[src/rtl/axi_lite_spike_responder.sv]
// axi_lite_spike_responder
// AXI4-Lite slave that feeds the SNN inference path. The data source pushes
// 8-bit bin-ratio bytes into an internal FIFO. Each read of the DATA register
// pops one byte. Writes to RESULT publish the winning class downstream as a
// one-cycle strobe.
//
// Ports:
//   s_axi_aclk / s_axi_areset    clock, synchronous active-high reset
//   s_axi_aw* / s_axi_w* / s_axi_b*  AXI4-Lite write address, data, response
//   s_axi_ar* / s_axi_r*             AXI4-Lite read address, data
//   in_valid / in_data / in_ready    byte push interface into the FIFO
//   winner_id / winner_valid         last written winner class + strobe
//
// Register map (decoded on addr[3:2]):
//   0x0 DATA   RO  {23'b0, hit, byte}
//   0x4 STATUS RO  [CNT_W-1:0] count, [16] empty, [17] full
//   0x8 RESULT RW  {27'b0, winner_id}
//   0xC CTRL       reads ID_WORD, writing bit0 = 1 flushes the FIFO
module axi_lite_spike_responder #(
   parameter int          FIFO_DEPTH = 16,
   parameter int          CNT_W      = $clog2(FIFO_DEPTH) + 1,
   parameter logic [31:0] ID_WORD    = 32'h534E_4E01
) (
   input  logic        s_axi_aclk,
   input  logic        s_axi_areset,
   input  logic [3:0]  s_axi_awaddr,
   input  logic        s_axi_awvalid,
   output logic        s_axi_awready,
   input  logic [31:0] s_axi_wdata,
   input  logic [3:0]  s_axi_wstrb,
   input  logic        s_axi_wvalid,
   output logic        s_axi_wready,
   output logic [1:0]  s_axi_bresp,
   output logic        s_axi_bvalid,
   input  logic        s_axi_bready,
   input  logic [3:0]  s_axi_araddr,
   input  logic        s_axi_arvalid,
   output logic        s_axi_arready,
   output logic [31:0] s_axi_rdata,
   output logic [1:0]  s_axi_rresp,
   output logic        s_axi_rvalid,
   input  logic        s_axi_rready,
   input  logic        in_valid,
   input  logic [7:0]  in_data,
   output logic        in_ready,
   output logic [4:0]  winner_id,
   output logic        winner_valid
);

   localparam int PTR_W = $clog2(FIFO_DEPTH);
   localparam logic [1:0] RESP_OKAY   = 2'b00;
   localparam logic [1:0] RESP_SLVERR = 2'b10;
   localparam logic [1:0] SEL_DATA    = 2'd0;
   localparam logic [1:0] SEL_STATUS  = 2'd1;
   localparam logic [1:0] SEL_RESULT  = 2'd2;
   localparam logic [1:0] SEL_CTRL    = 2'd3;

   typedef enum logic {R_IDLE, R_DATA} r_state_t;

   r_state_t         r_state;
   logic             alive;
   logic [7:0]       fifo_mem [FIFO_DEPTH];
   logic [PTR_W-1:0] wr_ptr;
   logic [PTR_W-1:0] rd_ptr;
   logic [CNT_W-1:0] count;
   logic             empty;
   logic             full;

   logic             aw_latched;
   logic             w_latched;
   logic [1:0]       aw_sel_q;
   logic [4:0]       w_data_q;
   logic             w_strb0_q;

   logic             ar_hs;
   logic             aw_hs;
   logic             w_hs;
   logic             do_write;
   logic [1:0]       wr_sel;
   logic [4:0]       wr_data;
   logic             wr_strb0;
   logic             push;
   logic             pop;
   logic             flush;
   logic [31:0]      status_word;
   logic [31:0]      read_word;
   logic             unused_bits;

   // Only addr[3:2], wdata[4:0] and wstrb[0] carry meaning for this block.
   assign unused_bits = ^{s_axi_awaddr[1:0], s_axi_araddr[1:0],
                          s_axi_wdata[31:5], s_axi_wstrb[3:1]};

   // alive holds every ready low while reset is asserted and for the reset edge.
   assign empty         = (count == '0);
   assign full          = (count == CNT_W'(FIFO_DEPTH));
   assign in_ready      = alive && !full;
   assign s_axi_arready = alive && (r_state == R_IDLE);
   assign s_axi_awready = alive && !aw_latched && !s_axi_bvalid;
   assign s_axi_wready  = alive && !w_latched && !s_axi_bvalid;

   assign ar_hs = s_axi_arvalid && s_axi_arready;
   assign aw_hs = s_axi_awvalid && s_axi_awready;
   assign w_hs  = s_axi_wvalid && s_axi_wready;

   // A write fires on the edge where the second half (address or data) arrives,
   // so the fields come from the latch if already held, else straight off the bus.
   assign wr_sel   = aw_latched ? aw_sel_q  : s_axi_awaddr[3:2];
   assign wr_data  = w_latched  ? w_data_q  : s_axi_wdata[4:0];
   assign wr_strb0 = w_latched  ? w_strb0_q : s_axi_wstrb[0];
   assign do_write = !s_axi_bvalid && (aw_latched || aw_hs) && (w_latched || w_hs);

   assign flush = do_write && (wr_sel == SEL_CTRL) && wr_data[0] && wr_strb0;
   assign push  = in_valid && in_ready;
   assign pop   = ar_hs && (s_axi_araddr[3:2] == SEL_DATA) && !empty;

   // STATUS word assembly.
   always_comb begin
      status_word              = '0;
      status_word[CNT_W-1:0]   = count;
      status_word[16]          = empty;
      status_word[17]          = full;
   end

   // Read data selected at the AR handshake; DATA on an empty FIFO reads as 0.
   always_comb begin
      read_word = '0;
      case (s_axi_araddr[3:2])
         SEL_DATA:   read_word = empty ? 32'h0 : {23'b0, 1'b1, fifo_mem[rd_ptr]};
         SEL_STATUS: read_word = status_word;
         SEL_RESULT: read_word = {27'b0, winner_id};
         default:    read_word = ID_WORD;
      endcase
   end

   // Tracks whether reset has been released, gating every ready output.
   always_ff @(posedge s_axi_aclk) begin
      if (s_axi_areset) begin
         alive <= 1'b0;
      end else begin
         alive <= 1'b1;
      end
   end

   // Read channel: capture the response at the AR handshake, hold it until rready.
   always_ff @(posedge s_axi_aclk) begin
      if (s_axi_areset) begin
         r_state      <= R_IDLE;
         s_axi_rvalid <= 1'b0;
         s_axi_rdata  <= '0;
         s_axi_rresp  <= RESP_OKAY;
      end else begin
         case (r_state)
            R_IDLE: begin
               if (ar_hs) begin
                  s_axi_rdata  <= read_word;
                  s_axi_rresp  <= RESP_OKAY;
                  s_axi_rvalid <= 1'b1;
                  r_state      <= R_DATA;
               end
            end
            R_DATA: begin
               if (s_axi_rready) begin
                  s_axi_rvalid <= 1'b0;
                  r_state      <= R_IDLE;
               end
            end
            default: r_state <= R_IDLE;
         endcase
      end
   end

   // Write channel: latch AW and W independently, perform the register update
   // once both are present, then hold the response until bready.
   always_ff @(posedge s_axi_aclk) begin
      if (s_axi_areset) begin
         aw_latched   <= 1'b0;
         w_latched    <= 1'b0;
         aw_sel_q     <= '0;
         w_data_q     <= '0;
         w_strb0_q    <= 1'b0;
         s_axi_bvalid <= 1'b0;
         s_axi_bresp  <= RESP_OKAY;
         winner_id    <= '0;
         winner_valid <= 1'b0;
      end else begin
         winner_valid <= 1'b0;
         if (s_axi_bvalid && s_axi_bready) begin
            aw_latched   <= 1'b0;
            w_latched    <= 1'b0;
            s_axi_bvalid <= 1'b0;
         end else begin
            if (aw_hs) begin
               aw_latched <= 1'b1;
               aw_sel_q   <= s_axi_awaddr[3:2];
            end
            if (w_hs) begin
               w_latched <= 1'b1;
               w_data_q  <= s_axi_wdata[4:0];
               w_strb0_q <= s_axi_wstrb[0];
            end
            if (do_write) begin
               s_axi_bvalid <= 1'b1;
               s_axi_bresp  <= (wr_sel == SEL_DATA || wr_sel == SEL_STATUS) ?
                               RESP_SLVERR : RESP_OKAY;
               if (wr_sel == SEL_RESULT && wr_strb0) begin
                  winner_id    <= wr_data;
                  winner_valid <= 1'b1;
               end
            end
         end
      end
   end

   // FIFO pointers and occupancy; a flush overrides any push or pop that edge.
   always_ff @(posedge s_axi_aclk) begin
      if (s_axi_areset || flush) begin
         wr_ptr <= '0;
         rd_ptr <= '0;
         count  <= '0;
      end else begin
         if (push) begin
            wr_ptr <= wr_ptr + 1'b1;
         end
         if (pop) begin
            rd_ptr <= rd_ptr + 1'b1;
         end
         if (push && !pop) begin
            count <= count + 1'b1;
         end else if (pop && !push) begin
            count <= count - 1'b1;
         end
      end
   end

   // FIFO storage needs no reset; occupancy alone decides what is valid.
   always_ff @(posedge s_axi_aclk) begin
      if (push && !flush) begin
         fifo_mem[wr_ptr] <= in_data;
      end
   end

endmodule
[config.mk]
export PLATFORM = sky130hd
export DESIGN_NAME = axi_lite_spike_responder
export DESIGN_NICKNAME = d
export VERILOG_FILES = /design/src/rtl/axi_lite_spike_responder.sv
export SDC_FILE = /design/constraint.sdc
export NUM_CORES = 1
export LEC_CHECK = 0
export CORE_ASPECT_RATIO = 0.9
export CORE_MARGIN = 2
export CORE_UTILIZATION = 45
export DETAILED_ROUTE_END_ITERATION = 6
export PLACE_DENSITY = 0.73
export SLEW_MARGIN = 10
export SYNTH_ARGS = -nofsm -noshare
export SYNTH_HDL_FRONTEND = slang
export SYNTH_SLANG_ARGS = --single-unit
export TNS_END_PERCENT = 30
[constraint.sdc]
create_clock -name s_axi_aclk -period 2.7 [get_ports s_axi_aclk]
set_input_delay 0.54 -clock s_axi_aclk [delete_from_list [all_inputs] [get_ports s_axi_aclk]]
set_output_delay 0.54 -clock s_axi_aclk [all_outputs]
set_load 0.01 [all_outputs]
## Word-level counts from Yosys, hierarchy flattened

Memory sizes are Yosys's and may differ from the RTL's. A register that Yosys moved wholly into a read port is not among the register bits.
Cells that the tools add are included.

- Add/subtract/negate cells: 4
- Eq/ne operators: 8
- Mux-type cells: 20
- Bitwise gates (word level): 3
- Reductions and logical operators: 46

Operator list:

| operator | count |
|---|---|
| $pmux 31 s3 | 1 |
| $logic_and 1x1->1 | 22 |
| $mux 5 | 3 |
| $reduce_and 2->1 | 5 |
| $mux 1 | 9 |
| $mux 9 | 1 |
| $add 4x1->4 const B | 2 |
| $logic_not 1->1 | 8 |
| $mux 4 | 2 |
| $eq 2x2->1 const B | 3 |
| $add 5x1->5 const B | 1 |
| $eq 5x5->1 const B | 1 |
| $logic_not 5->1 | 1 |
| $sub 5x1->5 const B | 1 |
| $eq 2x1->1 const B | 2 |
| $logic_not 2->1 | 2 |
| $logic_or 1x1->1 | 4 |
| $mux 2 | 2 |
| $ne 2x2->1 const B | 2 |
| $pmux 1 s2 | 2 |
| $not 1->1 | 3 |
| $reduce_and 3->1 | 1 |
| $reduce_or 3->1 | 1 |
| $reduce_bool 2->1 | 1 |
| $reduce_or 2->1 | 1 |

- Bits in registers: 67
- RAM bits: 128
- Bits of input ports: 60
- Logic and storage cells: 98
- Memories: 1

Memories:

| name | depth | bits a word | rd ports | clocked after Yosys merged registers in | wr ports | line | source |
|---|---|---|---|---|---|---|---|
| fifo_mem | 16 | 8 | 1 | 1 | 1 | 62 | `logic [7:0] fifo_mem [FIFO_DEPTH];` |

## Logic depth before layout (Yosys ltp)

Gate-level depths: netlist of run 1.

- Word-level depth: 14
- Depth in mapped cells: 12
- Mapped depth without buffers: 12

## Worst setup path after synthesis of run 1

Ideal clock, no wire load.

- Path kind: register -> register
- From: register count[0]
- To: register count[4]
- Setup time: 70 ps
- Data arrival time: 2,569 ps
- Slack: 62 ps
- Cell stages (with the launch flop): 13
- Path buffers: 0
- Cell sequence: dfxtp_1 -> nor4_4 -> a21oi_2 -> nand2_2 -> inv_2 -> ha_1 -> inv_1 -> ha_1 -> a21o_1 -> a21oi_1 -> xnor2_1 -> or3_1 -> a21oi_1

- Longest elaborated chain between the ends: 7
- Elaborated cells on any way between the ends: 16

RTL lines:

| item | line | source |
|---|---|---|
| start: declaration | 65 | `logic [CNT_W-1:0] count;` |
| start signal: assignment | 228 | `count <= count + 1'b1;` |
| start signal: assignment | 230 | `count <= count - 1'b1;` |
| $eq 5x5->1 * | 95 | `assign full = (count == CNT_W'(FIFO_DEPTH));` |
| $logic_not 1->1 * | 96 | `assign in_ready = alive && !full;` |
| $logic_and 1x1->1 * | 96 |  |
| named net in_ready | 45 | `output logic in_ready,` |
| $logic_and 1x1->1 * | 113 | `assign push = in_valid && in_ready;` |
| named net push | 82 | `logic push;` |
| $logic_not 1->1 | 229 | `end else if (pop && !push) begin` |
| $logic_and 1x1->1 | 229 |  |
| $reduce_bool 2->1 (no source line) | -- |  |

The timed path passes the listed nets; every way through them passes the cells marked *. The select of a mux whose other input is x is not followed.
A chain may end at the register's enable or synchronous reset.

## Worst setup path in the final report of run 1

- From: register count[0]
- To: register count[4]

- Longest elaborated chain between the ends: 7
- Elaborated cells on any way between the ends: 16

RTL lines:

| item | line |
|---|---|
| $eq 5x5->1 * | 95 |
| $logic_not 1->1 * | 96 |
| $logic_and 1x1->1 * | 96 |
| $logic_and 1x1->1 * | 113 |
| named net push | 82 |
| $logic_not 1->1 | 229 |
| $logic_and 1x1->1 | 229 |
| $reduce_bool 2->1 (no source line) | -- |

Marks and branches as above.

==> impl_metrics.env, run 1 <==
export IMPL_setup_violations_final=0
export IMPL_clkTransAtPathRegs_ns=0.07
export IMPL_via_per_inst=5.54
export IMPL_critPathCaptureType="flop"
export IMPL_drive_gt1_share_pct=20.5
export IMPL_root_buffer="clkbuf_16"
export IMPL_nNetsFinal=672
export IMPL_wl_per_cell_um=19.6
export IMPL_rows=44
export IMPL_grt_pass1_vias=4584
export IMPL_cts_tree="done"
export IMPL_dp_hpwl_mm=11.1
export IMPL_h_tree_depth=4
export IMPL_final_max_slew_viol_count=0
export IMPL_synth_top_family_by_area="multiplexers"
export IMPL_wl_met2_mm=7.72
export IMPL_synthMuxAreaShare_pct=11.8
export IMPL_synth_area_mm2=0.00751
export IMPL_drt_pass1_iterations=7
export IMPL_die_area_mm2=0.0177
export IMPL_max_clock_freq_mhz=387
export IMPL_gr_total_overflow=0
export IMPL_hold_violations=0
export IMPL_fin_hold_ws_ns=0.459
export IMPL_syn_inst=519
export IMPL_setup_worst_path_class="reg -> reg"
export IMPL_vdd_drop_max_mv=0.670
export IMPL_cp_slowest_cell="dfxtp_1"
export IMPL_synth_xor_area_share_pct=0.933
export IMPL_clock_path_buffers=2
export IMPL_globalplace_congestion=0.814
export IMPL_fin_crit_ns=2.58
export IMPL_wl_met1_mm=7.22
export IMPL_die_h_um=127
export IMPL_grt_max_degree=35
export IMPL_ys_flop_type="edfxtp_1"
export IMPL_dieWidth_um=140
export IMPL_worst_pin_slew_ns=0.652
export IMPL_synth_simple_area_share_pct=8.62
export IMPL_ys_warnings_count=0
export IMPL_yosysSeqAreaShare_pct=64.5
export IMPL_powerDensity_mw_per_mm2=675
export IMPL_n_antenna_cell=0
export IMPL_ys_ff_latch=178
export IMPL_fp_coreArea_mm2=0.0162
export IMPL_arrival_ns=2.93
export IMPL_met3_length_um=928
export IMPL_numPortBuffers=60
export IMPL_max_cap_viol_count=0
export IMPL_final_common_cell="edfxtp_1"
export IMPL_drt_initial_drc_count=456
export IMPL_io_pin_count=108
export IMPL_status="finished with violations"
export IMPL_reg2reg_slack_ns=0.12
export IMPL_num_vias=4554
export IMPL_avgSynthCellArea_um2=14.5
export IMPL_clock_sinks=178
export IMPL_slew_headroom_pct=56.4
export IMPL_synth_edf_count=128
export IMPL_clk_latency_ns=0.42
export IMPL_p_leak_nw=3.12
export IMPL_holdBufCountCts=0
export IMPL_crit_chain="nor4_4 > buf_4 > a21oi_4 > nand2_2 > inv_2 > ha_1 > inv_1 > ha_1 > a21o_1 > a21oi_1 > xnor2_1 > or3_1 > a21oi_1"
export IMPL_antenna_found_initial=0
export IMPL_hold_class="reg -> reg"
export IMPL_synth_fa_ha_area_share_pct=1.77
export IMPL_total_power_mw=6.16
export IMPL_wirelength_mm=16.2
export IMPL_synth_compound_area_share_pct=7.27
export IMPL_grtUsageTotal_pct=19.1
export IMPL_synth_cell_types=55
export IMPL_cts_buffers=17
export IMPL_ys_async_sr_fraction_pct=0
export IMPL_slowest_delay_ns=0.33
export IMPL_syn_to_final_growth_pct=21.6
export IMPL_start_kind="flop"
export IMPL_start_util_pct=46.2
export IMPL_cp_max_fo=4
export IMPL_mostFrequentLayoutCells="128 x edfxtp_1, 60 x clkdlybuf4s50_1, 46 x dfxtp_1"
export IMPL_ant_nets=0
export IMPL_post_route_drc_count=5
export IMPL_violations="design-rule violations"
export IMPL_finalCritPeriodShare_pct=95.6
export IMPL_fin_worst_skew_ns=0.00628
export IMPL_route_top_layer_used="met4"
export IMPL_worstPathRequired_ns=3.05
export IMPL_grt_pass1_wl_mm=25.5
[synth_stat cells, drive strengths merged (4+ instances only)]
cell	n	share of area, %
edfxtp	128	51
dfxtp	50	13
buf	40	4.1
nor2	35	1.8
mux2i	31	4.1
a21oi	26	1.8
mux2	23	3.5
and2	18	1.5
nand2	18	0.97
mux4	14	4.2
nor2b	13	1.1
o22ai	11	0.92
inv	10	0.50
a211oi	9	1.1
ha	9	1.5
nor4	7	0.78
a21o	6	0.60
clkbuf	6	0.35
nand3	6	0.40
nor3	6	0.47
o21ai	6	0.40
xor2	5	0.58
a221oi	4	0.47
a31o	4	0.47
nand2b	4	0.33
o32ai	4	0.47
[metrics by stage]
step / setup TNS, ns / std cells / utilization (%) / setup slack [ns] / cell area, µm²
finish: 0 / 822 / 56.2 / 0.119 / 9130
floorplan: 0 / 531 / - / 0.0617 / 7550
detailed placement: -0.287 / 790 / 52.2 / -0.226 / 8490
global route: -0.0241 / 822 / 56.2 / -0.0241 / 9130
CTS: 0 / 822 / 56.1 / 0.0431 / 9120
global placement: -0.392 / 790 / 52.2 / -0.184 / 8490
[final timing paths]
path,from,endpoint,depth (start not counted)
max,count[0],count[4],13
min reg2reg,s_axi_rdata[6],s_axi_rdata[6],1
min,s_axi_rdata[6],s_axi_rdata[6],1
max reg2reg,count[0],count[4],13
[critical path: cells and delay by family, from the launching register on]
family	cells	cell delay (ns)
AOI/OAI and AO/OA	4	0.57
xor gates and xnor gates	1	0.09
adders and majority gates	2	0.48
buffers and inverters	3	0.38
DFF	1	0.33
and+or+nand+nor	3	0.67
[where the power goes]
group | internal (mW) | switching [mW] | total, mW
combinational | 0.265 | 0.284 | 0.548
sequential | 2.98 | 0.0439 | 3.02
clock | 1.57 | 1.03 | 2.59
total | 4.81 | 1.35 | 6.16
[repair_timing]
item | CTS | global route
setup endpoints to repair | 0 | 1
resized for setup | 0 | 5
setup buffers | 0 | 0
[metal layers]
layer / vias up / global-route usage, %
li1: 2098 / -
met1: 2259 / 26.7
met2: 174 / 30.0
met3: 23 / 4.27
met4: 0 / 6.18
met5: - / 0
[sequential cells by signal, indices dropped and copies added, names as in the netlist, named ones only]
register,cells
w_latched,1
winner_valid,1
alive,1
aw_sel_q,2
s_axi_rdata,12
s_axi_bresp,1
s_axi_bvalid,1
w_data_q,5
rd_ptr,4
aw_latched,1
w_strb0_q,1
wr_ptr,4
r_state,1
count,5
fifo_mem,128
s_axi_rvalid,1
winner_id,5
[cell families after synthesis]
| family | after synthesis |
|---|---|
| buffers and inverters | 56 |
| AOI/OAI and AO/OA | 80 |
| adders and majority gates | 10 |
| and+or+nand+nor | 118 |
| muxes | 68 |
| DFF | 178 |
| xor gates and xnor gates | 8 |
| other | 1 |
[final cells by class]
cell class                      count  area, µm²
Inverter                           10       37.5
Clock buffer                       18        429
Tap cell                          207        259
Timing Repair Buffer               98       1010
Multi-Input combinational cell    297       2340
Sequential cell                   178       4850
Clock inverter                     14        201
Fill cell                        1213       7110
Power figures use the tool's default switching activity.
==> inputs of run 2 (changes only) <==
ABC_AREA = 1   (was unset)
PLACE_DENSITY = 0.72   (was 0.73)
==> run 2 against run 1 <==
Effect of this change: the flow now finishes without violations; count of clock-buffer cells in the layout is 4 higher; area after synthesis is 5.2% higher; combinational power shrank 2%; sequential power barely moved; sequential share of layout area down 1.0 points; worst hold slack better by 0.0035 ns; global-route usage increased by 1.1 points; via count is 25% higher; cell count increased by 36%; non-clock buffer count fell by 1; critical endpoint unchanged.
==> impl_metrics.env, run 2 <==
export IMPL_status="finished, final reports clean"
export IMPL_grt_max_degree=65
export IMPL_numPortBuffers=60
export IMPL_start_util_pct=46.4
export IMPL_p_leak_nw=3.58
export IMPL_clkPwrFrac_pct=38.2
export IMPL_synth_compound_area_share_pct=7.67
export IMPL_yosys_area_top_type="edfxtp_1"
export IMPL_ys_flop_type="edfxtp_1"
export IMPL_num_vias=5679
export IMPL_synth_area_mm2=0.00790
export IMPL_rows=45
export IMPL_drt_initial_drc_count=506
export IMPL_switching_share_pct=22.8
export IMPL_synth_edf_count=128
export IMPL_hold_path_depth=2
export IMPL_vdd_drop_max_mv=0.501
export IMPL_p_int_mw=4.44
export IMPL_n_antenna_cell=0
export IMPL_clock_sinks=178
export IMPL_post_route_drc_count=0
export IMPL_clock_path_buffers=2
export IMPL_postLayoutCoreUtil_pct=54.7
export IMPL_max_cap_viol_count=0
export IMPL_ys_ff_latch=178
export IMPL_hold_class="reg -> reg"
export IMPL_rsz0062_at_grt="false"
export IMPL_ff2ff_path_depth=15
export IMPL_worstPathRequired_ns=3.02
export IMPL_cts_tree="done"
export IMPL_final_common_cell="nand2_1"
export IMPL_pwr_share_comb_pct=9.4
export IMPL_cts_buffers=17
export IMPL_syn_inst=799
export IMPL_power_frac_seq_pct=52.5
export IMPL_syn_to_final_growth_pct=17.8
export IMPL_finalCritPeriodShare_pct=91.1
export IMPL_mostFrequentLayoutCells="163 x nand2_1, 128 x edfxtp_1, 90 x inv_1"
export IMPL_reg2reg_to="count[4]"
export IMPL_startpoint="count[3]"
export IMPL_h_tree_depth=4
export IMPL_antenna_found_initial=0
export IMPL_ys_warnings_count=0
export IMPL_drt_pass1_iterations=6
export IMPL_r2r_start="count[3]"
export IMPL_avgSynthCellArea_um2=9.88
export IMPL_gr_total_overflow=0
export IMPL_synth_top_area_share_pct=48.7
export IMPL_p_sw_mw=1.31
export IMPL_synth_top_family_by_area="simple AND/OR/NAND/NOR gates"
export IMPL_worst_pin_slew_ns=0.722
export IMPL_drive_gt1_share_pct=10.8
export IMPL_synth_xor_area_share_pct=0.665
export IMPL_synth_cell_types=40
export IMPL_top_regs="fifo_mem: 128 flops, s_axi_rdata: 12 flops"
export IMPL_grt_pass1_vias=5384
export IMPL_io_pin_count=108
export IMPL_nNetsFinal=942
export IMPL_start_kind="flop"
export IMPL_critPathCapture="count[4]"
export IMPL_wl_per_cell_um=16.1
export IMPL_via_per_inst=5.08
export IMPL_final_max_slew_viol_count=0
export IMPL_setup_worst_path_class="reg -> reg"
export IMPL_globalplace_congestion=0.848
export IMPL_grt_pass1_wl_mm=28.3
export IMPL_final_area_mm2=0.00931
export IMPL_clkTransAtPathRegs_ns=0.06
export IMPL_dp_hpwl_mm=11.8
export IMPL_die_area_mm2=0.0186
export IMPL_fp_coreArea_mm2=0.0170
export IMPL_total_power_mw=5.75
export IMPL_dieWidth_um=144
export IMPL_arrival_ns=2.77
export IMPL_synth_most_common_cell="nand2_1"
export IMPL_ys_top_cells_by_count="164 x nand2_1, 128 x edfxtp_1, 91 x inv_1, 76 x nor2_1, 67 x nand3_1"
export IMPL_placed_area_mm2=0.00878
export IMPL_critPathCaptureType="flop"
export IMPL_die_h_um=130
export IMPL_setup_ws_ns=0.242
export IMPL_setup_violations_final=0
export IMPL_cp_max_fo=5
export IMPL_fin_worst_skew_ns=0.00861
export IMPL_ant_nets=0
export IMPL_synth_simple_area_share_pct=19.4
export IMPL_yosysSeqAreaShare_pct=61.3
export IMPL_powerDensity_mw_per_mm2=618
export IMPL_synth_fa_ha_area_share_pct=1.68
export IMPL_root_buffer="clkbuf_16"
export IMPL_reg2reg_slack_ns=0.24
export IMPL_synth_area_top_cells="edfxtp_1 49%, dfxtp_1 13%, nand2_1 7.8%"
export IMPL_fin_crit_ns=2.46
export IMPL_postCtsSetupRepairBufs=0
export IMPL_slew_headroom_pct=51.7
export IMPL_wirelength_mm=18.0
export IMPL_clk_latency_ns=0.43
export IMPL_ys_async_sr_fraction_pct=0
export IMPL_max_clock_freq_mhz=407
export IMPL_synthMuxAreaShare_pct=0.253
export IMPL_hold_violations=0
export IMPL_pre_cts_slack_ns=-0.0994
export IMPL_largest_reg_flops=128
export IMPL_largest_register="fifo_mem"
export IMPL_grtUsageTotal_pct=20.2
run 2: cell types whose count changed after synthesis, moves of 11 or more:
cell / before / now
nand2_1: 16 / 164
nor3_1: 5 / 18
o211ai_1: 0 / 12
mux4_2: 14 / 0
o22ai_1: 11 / 0
nand3_1: 6 / 67
nor2_1: 35 / 76
and2_1: 18 / 0
inv_1: 9 / 91
mux2i_1: 31 / 2
mux2_2: 22 / 0
nor2b_1: 13 / 0
o21ai_0: 6 / 56
run 2: power groups by stage:
stage	registers [mW]	logic (mW)	clock network, mW
global placement	3.07	0.515	0
detailed placement	3.07	0.524	0
floorplan	3.07	0.324	0
global route	3.02	0.598	2.32
CTS	3.01	0.530	2.21
finish	3.02	0.539	2.19
run 2: worst min-delay path by stage:
stage                   start              to  slack (ns)
5_1_grt        s_axi_rdata[7]  s_axi_rdata[7]        0.48
4_1_cts        s_axi_rdata[7]  s_axi_rdata[7]        0.47
6_report       s_axi_rdata[7]  s_axi_rdata[7]        0.46
3_3_place_gp   s_axi_rdata[3]  s_axi_rdata[3]        0.45
3_5_place_dp   s_axi_rdata[7]  s_axi_rdata[7]        0.46
2_1_floorplan     w_data_q[4]    winner_id[4]        0.45
run 2: critical path, stage by stage, from the launching register on:
cell     delay (ns)
dfxtp_1        0.31
inv_1          0.08
nand4_1        0.15
or2_4          0.27
nand2_2        0.09
nor2_4         0.04
inv_2          0.05
ha_1           0.17
inv_2          0.07
fa_1           0.39
a21oi_1        0.14
nor2_1         0.07
o21ai_1        0.16
nand3_2        0.11
xor2_2         0.21
nor2_4         0.03
run 2: cell type report:
cell class                      count  area [µm²]
Inverter                           95         359
Tap cell                          235         294
Clock buffer                       22         444
Sequential cell                   178        4850
Clock inverter                      7        63.8
Timing Repair Buffer               97         891
Fill cell                        1472        7700
Multi-Input combinational cell    483        2410
run 2: stage by stage:
stage / std cells / setup TNS (ns) / hold WS, ns
global placement: 1088 / -0.0910 / 0.451
finish: 1117 / 0 / 0.463
global route: 1117 / 0 / 0.482
floorplan: 811 / 0 / 0.451
detailed placement: 1088 / -0.198 / 0.456
CTS: 1117 / 0 / 0.466
run 2: metal layers:
layer | track usage [%] | part of all wire (%) | up-vias
met5 | 0 | 0 | -
met4 | 8.02 | 2.1 | 0
met3 | 3.36 | 6.6 | 27
met2 | 32.1 | 47 | 189
met1 | 28.0 | 45 | 2710
li1 | - | - | 2753
run 2: timing repair:
item	in CTS	in global routing
hold buffers	0	0
resized for setup	0	6
setup endpoints to repair	0	1
run 2: kinds of logic (layout without fill, tap and decap cells):
group           after synthesis  in the layout
simple gates                345            345
flops                       178            178
buf+inv                     150            221
compound gates              107            107
fa+ha+maj                    10             10
xor+xnor                      6              6
mux                           2              2
other cells                   1             13
==> inputs of run 3 (changes only) <==
SETUP_SLACK_MARGIN = 0.4   (was unset)
==> run 3 against run 2 <==
Effect of this change: utilization grew 1.4 points; sequential share of layout area fell by 1.3 points; sequential power about the same; global-route usage up 0.98 points; final area up 2.6%; worst setup slack improved by 0.12 ns.
==> impl_metrics.env, run 3 (synthesis results as in run 2) <==
export IMPL_dp_hpwl_mm=12.0
export IMPL_top_regs="fifo_mem: 128 flops, s_axi_rdata: 12 flops"
export IMPL_rsz0062_at_grt="true"
export IMPL_arrival_ns=2.66
export IMPL_slowest_delay_ns=0.33
export IMPL_mostFrequentLayoutCells="162 x nand2_1, 128 x edfxtp_1, 87 x inv_1"
export IMPL_final_max_slew_viol_count=0
export IMPL_grtUsageTotal_pct=21.2
export IMPL_clk_latency_ns=0.44
export IMPL_cp_max_fo=4
export IMPL_fin_hold_ws_ns=0.463
export IMPL_fp_coreArea_mm2=0.0170
export IMPL_startpoint="count[2]"
export IMPL_setup_worst_path_class="reg -> reg"
export IMPL_grt_max_degree=65
export IMPL_wirelength_mm=18.9
export IMPL_start_util_pct=46.4
export IMPL_worst_pin_slew_ns=0.772
export IMPL_root_buffer="clkbuf_16"
export IMPL_vdd_drop_max_mv=0.502
export IMPL_clock_path_buffers=2
export IMPL_p_leak_nw=3.67
export IMPL_largest_reg_flops=128
export IMPL_final_common_cell="nand2_1"
export IMPL_setup_ws_ns=0.366
export IMPL_clkTransAtPathRegs_ns=0.07
export IMPL_holdBufCountCts=0
export IMPL_die_area_mm2=0.0186
export IMPL_io_pin_count=108
export IMPL_hold_violations=0
export IMPL_pre_cts_slack_ns=-0.00458
export IMPL_drt_initial_drc_count=489
export IMPL_wl_per_cell_um=16.8
export IMPL_powerDensity_mw_per_mm2=640
export IMPL_finalCritPeriodShare_pct=86.5
export IMPL_nNetsFinal=951
export IMPL_cts_tree="done"
export IMPL_post_route_drc_count=0
export IMPL_via_per_inst=5.07
export IMPL_critPathCapture="count[4]"
export IMPL_setup_violations_final=0
export IMPL_dieWidth_um=144
export IMPL_start_kind="flop"
export IMPL_fin_worst_skew_ns=0.0195
export IMPL_status="finished, final reports clean"
export IMPL_ff2ff_path_depth=17
export IMPL_worstPathRequired_ns=3.03
export IMPL_grt_pass1_vias=5517
export IMPL_drt_pass1_iterations=5
export IMPL_total_power_mw=6.12
export IMPL_rows=45
export IMPL_globalplace_congestion=0.810
export IMPL_cp_slowest_cell="dfxtp_2"
export IMPL_die_h_um=130
export IMPL_numPortBuffers=60
export IMPL_slew_headroom_pct=48.4
export IMPL_fin_crit_ns=2.33
export IMPL_max_clock_freq_mhz=428
export IMPL_num_fill_cells=1471
export IMPL_num_vias=5728
export IMPL_layout_cells_non_filler=1129
export IMPL_max_cap_viol_count=0
export IMPL_reg2reg_slack_ns=0.37
export IMPL_crit_chain="inv_2 > nand4_1 > or2_4 > nand2_4 > nor2_4 > inv_2 > ha_4 > inv_4 > buf_6 > ha_4 > a21oi_4 > nor2_2 > nor2_1 > nand2_1 > nand3_2 > xor2_2 > nor2_4"
export IMPL_cts_buffers=17
export IMPL_drive_gt1_share_pct=14.4
export IMPL_n_antenna_cell=0
export IMPL_antenna_found_initial=0
export IMPL_gr_total_overflow=0
export IMPL_h_tree_depth=4
export IMPL_dp_cells=1083
export IMPL_hold_class="reg -> reg"
export IMPL_ant_nets=0
export IMPL_grt_pass1_wl_mm=29.5
export IMPL_critPathCaptureType="flop"
export IMPL_clock_sinks=178
export IMPL_syn_to_final_growth_pct=20.9
export IMPL_largest_register="fifo_mem"
export IMPL_reg2reg_to="count[4]"
export IMPL_r2r_start="count[2]"
==> run 3: metal layers <==
layer  vias to the layer above  track usage [%]  wire (µm)
met5                         -                0          0
met4                         0             8.13        393
met3                        28             4.25       1230
met2                       228             32.7       8880
met1                      2691             29.8       8420
li1                       2781                -          -
==> run 3: power breakdown <==
group	internal (mW)	total, mW	switching (mW)
combinational	0.249	0.597	0.349
sequential	2.98	3.01	0.0374
clock	1.39	2.51	1.12
total	4.61	6.12	1.50
==> run 3: timing repair <==
action	CTS	global route
gates cloned	0	0
pin swaps	12	12
setup endpoints to repair	2	5
gates resized for setup	9	6
endpoints found under the hold margin	0	0
buffers inserted	10	4
==> run 3: worst min path at each step <==
| stage | start | end | slack [ns] | cells after the start |
|---|---|---|---|---|
| floorplan | w_data_q[4] | winner_id[4] | 0.45 | 2 |
| global placement | s_axi_rdata[1] | s_axi_rdata[1] | 0.45 | 2 |
| detailed placement | s_axi_rvalid | s_axi_rvalid | 0.46 | 2 |
| CTS | s_axi_rvalid | s_axi_rvalid | 0.47 | 2 |
| global route | s_axi_rdata[5] | s_axi_rdata[5] | 0.49 | 2 |
| finish | s_axi_rvalid | s_axi_rvalid | 0.46 | 2 |
==> run 3: cell type report <==
class	instances	area (µm²)	share of cell area [%]
Timing Repair Buffer	106	962	10.1
Inverter	95	362	3.79
Multi-Input combinational cell	483	2480	25.9
Clock inverter	15	180	1.89
Clock buffer	17	425	4.45
Tap cell	235	294	3.08
Sequential cell	178	4850	50.8
==> run 3: metrics by stage <==
stage | area, µm² | setup TNS (ns) | utilization [%]
after global routing | 9550 | 0 | 56.2
after detailed placement | 8790 | -0.00458 | 51.7
after floorplan | 8000 | 0 | -
after CTS | 9490 | 0 | 55.8
final | 9550 | 0 | 56.2
after global placement | 8790 | 0 | 51.7
==> run 3: critical path, delay by kind of cell, from the launching register on <==
family / cells / cell delay [ns]
AO/OA/AOI/OAI: 1 / 0.16
XOR/XNOR: 1 / 0.19
adder cells (fa/ha/maj): 2 / 0.39
buffers and inverters: 4 / 0.28
flip-flops: 1 / 0.33
AND/OR/NAND/NOR: 9 / 0.86
